[config.mk]
export PLATFORM = sky130hd
export DESIGN_NAME = deser8_framer
export DESIGN_NICKNAME = d
export VERILOG_FILES = /design/src/rtl/deser8_framer.sv
export SDC_FILE = /design/constraint.sdc
export NUM_CORES = 1
export LEC_CHECK = 0
export CAP_MARGIN = 0
export CORE_AREA = 5 5 49 51
export CTS_BUF_LIST = sky130_fd_sc_hd__clkbuf_2
export DETAILED_ROUTE_END_ITERATION = 12
export DIE_AREA = 0 0 54 56
export GPL_ROUTABILITY_DRIVEN = 0
export PLACE_DENSITY_LB_ADDON = 0.15
export REMOVE_ABC_BUFFERS = 1
export SYNTH_ARGS = -nofsm -noshare
export SYNTH_HDL_FRONTEND = slang
export SYNTH_SLANG_ARGS = --single-unit
[constraint.sdc]
create_clock -name clk -period 2.4 [get_ports clk]
set_input_delay 0.48 -clock clk [delete_from_list [all_inputs] [get_ports clk]]
set_output_delay 0.48 -clock clk [all_outputs]
set_load 0.01 [all_outputs]
[src/rtl/deser8_framer.sv]
// deser8_framer: serial-to-byte deserializer with a one-deep holding register.
// Bits are collected into a shift register; each completed frame is moved into
// the output holding register, or dropped with sticky overrun if the held byte
// has not been taken.
// Optional feature: define DESER_PARITY_EN for 9-bit frames (8 data + odd parity),
// which enables out_perr; otherwise frames are 8 bits and out_perr is tied low.
module deser8_framer #(
    parameter int LSB_FIRST = 1
) (
    input  logic       clk,
    input  logic       reset,
    input  logic       sin_valid,
    input  logic       sin_bit,
    output logic       out_valid,
    input  logic       out_ready,
    output logic [7:0] out_data,
    output logic       out_any,
    output logic       out_perr,
    output logic       overrun,
    output logic       busy
);

`ifdef DESER_PARITY_EN
    localparam int unsigned FRAME_LEN = 9;
`else
    localparam int unsigned FRAME_LEN = 8;
`endif
    localparam logic [3:0] LAST_IDX = 4'(FRAME_LEN - 1);

    logic [3:0] bit_cnt;
    logic [3:0] bit_cnt_nxt;
    logic [7:0] shreg;
    logic [7:0] shreg_nxt;
    logic       frame_done;
    logic       load;
    logic       drop;
    logic       perr_nxt;
`ifdef DESER_PARITY_EN
    logic       par_acc;
    logic       par_acc_nxt;
    logic       perr_q;
`endif

    // Next-state for the collector: shift data bits, count, detect frame end.
    always_comb begin
        bit_cnt_nxt = bit_cnt;
        shreg_nxt   = shreg;
        frame_done  = 1'b0;
        perr_nxt    = 1'b0;
`ifdef DESER_PARITY_EN
        par_acc_nxt = par_acc;
`endif
        if (sin_valid) begin
            frame_done  = (bit_cnt == LAST_IDX);
            bit_cnt_nxt = frame_done ? 4'd0 : bit_cnt + 4'd1;
            // Only the first 8 bits are data; the parity bit (if any) never
            // enters the shift register, so the completed byte is always shreg_nxt.
            if (bit_cnt < 4'd8) begin
                if (LSB_FIRST != 0) begin
                    shreg_nxt = {sin_bit, shreg[7:1]};
                end else begin
                    shreg_nxt = {shreg[6:0], sin_bit};
                end
            end
`ifdef DESER_PARITY_EN
            par_acc_nxt = frame_done ? 1'b0 : (par_acc ^ sin_bit);
            // Odd parity: error when the ones count over all 9 bits is even.
            perr_nxt    = ~(par_acc ^ sin_bit);
`endif
        end
        load = frame_done && (!out_valid || out_ready);
        drop = frame_done && out_valid && !out_ready;
    end

    // Collector state: bit counter, shift register (and parity accumulator).
    always_ff @(posedge clk or posedge reset) begin
        if (reset) begin
            bit_cnt <= '0;
            shreg   <= '0;
`ifdef DESER_PARITY_EN
            par_acc <= 1'b0;
`endif
        end else begin
            bit_cnt <= bit_cnt_nxt;
            shreg   <= shreg_nxt;
`ifdef DESER_PARITY_EN
            par_acc <= par_acc_nxt;
`endif
        end
    end

    // Output holding register with valid/ready handshake and sticky overrun.
    always_ff @(posedge clk or posedge reset) begin
        if (reset) begin
            out_valid <= 1'b0;
            out_data  <= '0;
            out_any   <= 1'b0;
            overrun   <= 1'b0;
`ifdef DESER_PARITY_EN
            perr_q    <= 1'b0;
`endif
        end else begin
            if (load) begin
                out_valid <= 1'b1;
                out_data  <= shreg_nxt;
                out_any   <= |shreg_nxt;
`ifdef DESER_PARITY_EN
                perr_q    <= perr_nxt;
`endif
            end else if (out_valid && out_ready) begin
                out_valid <= 1'b0;
            end
            if (drop) begin
                overrun <= 1'b1;
            end
        end
    end

`ifdef DESER_PARITY_EN
    assign out_perr = perr_q;
`else
    assign out_perr = perr_nxt;
`endif
    assign busy = (bit_cnt != 4'd0);

endmodule

# == Yosys cells after proc, flatten, opt, wreduce, memory -nomap -nowiden ==
# Index checks and enable logic that the tools add are counted.
# classes
n_reduce_logical,10
n_eq_ne,1
muxes,6
addsub,1
n_lt_le_gt_ge,1
# ops
op,n
$mux W8,2
$reduce_or A8 Y1,1
$add A4 B1 Y4 const B,1
$eq A4 B3 Y1 const B,1
$logic_and A1 B1 Y1,4
$lt A4 B4 Y1 const B,1
$mux W4,1
$reduce_bool A4 Y1,1
$mux W1,3
$logic_not A1 Y1,2
$reduce_bool A2 Y1,1
$logic_or A1 B1 Y1,1
# totals
ff_bits,23
out_inout_bits,13
inputBits,5
wordCells,25

# == Depth between registers and ports, before layout ==
# depth
word_depth,4
depth_mapped,4

# == Worst setup path after synthesis ==
# No wires, ideal clock.
# synth_timing
kind,reg2reg
startpoint,register bit_cnt[3]
endpoint,register out_any
setup_slack_ns,0.748
arrival_ns,1.526
setup_ns,0.126
stages_incl_launch_ff,5
t_required_ns,2.274
cell_sequence,dfrtp_1 > nand2b_1 > buf_6 > or4_4 > o32a_1
# synth_via
elab_chain_cells,4
# synth_rtl
item,line_no,source
"start, declared",30,logic [3:0] bit_cnt;
"start signal, assigned",84,bit_cnt <= bit_cnt_nxt;
$lt A4 B4 Y1,58,if (bit_cnt < 4'd8) begin
$mux W8,58,
$mux W8,53,if (sin_valid) begin
$reduce_or A8 Y1,106,out_any <= |shreg_nxt;
"end signal, assigned",106,
"end, declared",17,"output logic out_any,"
# Several ways; a longest one is shown, not always the timed one.
# A chain may end at the register's enable or synchronous reset.

# == Final worst setup path ==
# layout_timing
startpoint,register bit_cnt[0]
endpoint,output port busy
# layout_via
elab_chain_cells,1
# layout_rtl
item,line_no,source
$reduce_bool A4 Y1,124,assign busy = (bit_cnt != 4'd0);
"end, declared",20,output logic busy
# Every way passes these cells.

==> metrics list <==
* Result of the run: finished, final reports clean
* Async SR Flop Fraction: 100%
* ANT cells: 0
* Top cells by area in the synthesized netlist: dfrtp_1, mux2_2, ha_1
- Crit path required time: 1.92 ns
- The core region is 0.00190 mm^2.
- After detailed routing, the total wire length is 1550 um.
- Vertical die dimension: 56 um
- The pre-antenna-repair detailed-routing pass consisted of 3 iterations.
- Clock latency on the worst-skew pair, taken at its later pin, is 0.32 ns.
- Static Leak: 0.536 nW
- The number of global-route vias before repair was 600.
- Share of the clock period used by the worst path after layout: 86.8%
- For this design the top-level I/O count stands at 18.
- Antenna violations before repair: 0
- The floorplan step set the die width to 54 um.
- The final max-slew violation count is 0.
* Sequential share of the synthesized area: 59.1%
- # fillers: 150
* Vias/cell: 4.93
- Worst setup SP type: flip-flop
* Setup Buffers After CTS: 0
- After the last flow step, the layout net total stands at 103.
* Final critical-path required period: 2.08 ns
- Flip-flop and latch count after synthesis: 23
- STA classifies the critical path endpoint as an output port.
- The tree built by TritonCTS fans out to 23 sinks.
- CTS built an H-tree with a depth of 1.
- Final count of hold timing violations: 0
- Setup repair after global routing left no endpoint under its margin.
* Placed cell count: 118
- Clock tree synthesis inserted a total of 3 buffers.
- The area growth from synthesis to layout is 22.4%.
- The worst hold path belongs to the class in -> async.
- Power density over the cells: 1170 mW/mm^2
- Std cell rows: 16
- In this run, synthesis inferred 0 flip-flops with an integrated enable.
* Worst-path maximum fanout: 3
- The synthesized design spends more area on one cell type than any other, namely dfrtp_1.
- Top flip-flop cell by instance count after synthesis: dfrtp_1
- The post-route netlist has 25.3% of its cells at a drive strength greater than 1.
- Setup violations remaining at the end of the flow were counted as 0.
- Largest vdd supply drop: 0.663 mV
- Clock-pin slew was measured on the worst setup and hold paths at 0.20 ns.
- Placed wire-length estimate after detailed placement: 1130 um
- Global routing used 12.0% of the available tracks.
- A synthesized cell averages 13.2 um^2.
- Counting instances in the post-synthesis netlist gives the leading cell types as dfrtp_1, mux2_2, nand2_1.
- After the flow finishes, the layout carries non-filler instances totaling 122.
* Per-cell routed wire length: 12.7 um
- Derived from the worst setup path, the maximum achievable clock frequency is 0.480 GHz.
- In the routed design, unresolved DRC markers number 0.
- Initial standard-cell utilization of the core: 51.2%
* Share of the synthesized area in the top cell type: 59.1%
- Unique cell type count in the Yosys netlist: 23
- Max-cap violations: 0
- Number of standard cells after synthesis: 74
- Entering global routing, the biggest net connects 24 pins.
- DRC marker count from the first detailed-route iteration: 3
* CTS hold repair buffers: 0
- Antenna Nets Post-Route: 0
* Clk_skew: 0.00307 ns
- CTS tree: done
* Data arrival time of the critical path: 1.60 ns
* Setup TNS: 0 ns
- The first global-routing pass estimated 2700 um of wire.
* Count of cells resized by post-cts repair: 0
- Count of synthesis-stage warnings from yosys: 0
- Synthesized area: 973 um^2
- IO Port Bufs: 16
- Routed vias: 602
- The clock passes through at most 2 buffers.
- The root buffer cell chosen for the clock tree is clkbuf_2.
- Top-count cell post-synth: dfrtp_1
* Critical Setup Path Class: reg -> out
- The die covers 0.00302 mm^2.
- Remaining global-route overflow: 0
-- cell type report --
| type | instances | area, um^2 | share of cell area, % |
|---|---|---|---|
| clock buffer | 4 | 20.0 | 1.68 |
| timing repair buffer | 19 | 183 | 15.3 |
| inverter | 3 | 11.3 | 0.945 |
| tap | 27 | 33.8 | 2.84 |
| sequential | 23 | 576 | 48.3 |
| multi-input combinational | 46 | 368 | 30.9 |
-- registers in the layout (all words and copies together) (netlist names) --
register,cells
out_any,1
out_valid,1
out_data,8
overrun,1
bit_cnt,4
shreg,8
-- placed cells by master (no fill, tap or decap) --
| cell type | instances |
|---|---|
| nand2b_1 | 2 |
| nand2_1 | 6 |
| nor2b_1 | 1 |
| nor3_1 | 2 |
| o32a_1 | 1 |
| nor2_1 | 4 |
| o21ai_0 | 2 |
| nor2_2 | 1 |
| nand4b_1 | 1 |
| a21o_1 | 1 |
| conb_1 | 1 |
| xnor2_1 | 1 |
| buf_4 | 3 |
| clkbuf_2 | 4 |
| mux2_2 | 15 |
| or4_4 | 1 |
| clkdlybuf4s50_1 | 16 |
| o21a_1 | 1 |
| ha_1 | 2 |
| inv_1 | 3 |
| dfrtp_1 | 23 |
| mux2i_1 | 2 |
| o21bai_1 | 1 |
| nand4_1 | 1 |
-- logic make-up after synthesis --
kind of cell             Yosys count  share of synthesized area, %
AND/OR/NAND/NOR                   19                          10.2
adder cells (fa/ha/maj)            2                          2.57
XOR/XNOR                           1                         0.900
flip-flops                        23                          59.1
buffers and inverters              5                          3.08
AO/OA/AOI/OAI                      6                          4.37
multiplexers                      17                          19.4
other                              1                         0.385
-- power by group --
group	total (mW)	internal, mW	switching, mW
registers	0.689	0.564	0.125
clock network	0.152	0.0441	0.108
logic	0.558	0.346	0.211
-- per-stage QoR --
| stage | setup slack, ns | total power, mW | util (%) | hold slack [ns] | cell area, um^2 |
|---|---|---|---|---|---|
| after floorplan | 0.675 | 0.997 | - | 0.482 | 955 |
| after global placement | 0.249 | 1.25 | 61.6 | 0.459 | 1170 |
| after detailed placement | 0.238 | 1.26 | 61.6 | 0.465 | 1170 |
| after CTS | 0.285 | 1.42 | 62.6 | 0.460 | 1190 |
| after global routing | 0.214 | 1.50 | 62.6 | 0.488 | 1190 |
| final | 0.316 | 1.40 | 62.6 | 0.464 | 1190 |
-- worst max-delay path: stages (launching register included) --
cell and delay, ns:
dfrtp_1 0.44, inv_1 0.08, ha_1 0.19, nand2_1 0.05, clkdlybuf4s50_1 0.52
-- final timing paths --
| path | startpoint | end | slack (ns) | cells after the start |
|---|---|---|---|---|
| setup / recovery | bit_cnt[0] | busy | 0.32 | 4 |
| hold / removal | reset | out_valid | 0.46 | 3 |
| setup reg to reg | bit_cnt[0] | out_any | 0.80 | 4 |
| hold reg to reg | overrun | overrun | 0.51 | 1 |
| max in group asynchronous | reset | shreg[7] | 1.71 | 3 |
| min in group clk | overrun | overrun | 0.51 | 1 |
-- routing by layer --
| metal | GRT usage (%) | vias to the layer above | wire [um] |
|---|---|---|---|
| met4 | 5.34 | 0 | 21 |
| met2 | 17.0 | 16 | 649 |
| met5 | 0 | - | 0 |
| li1 | - | 300 | - |
| met1 | 17.4 | 284 | 789 |
| met3 | 2.68 | 2 | 87 |
No activity file was read; power rests on OpenSTA's default activity.
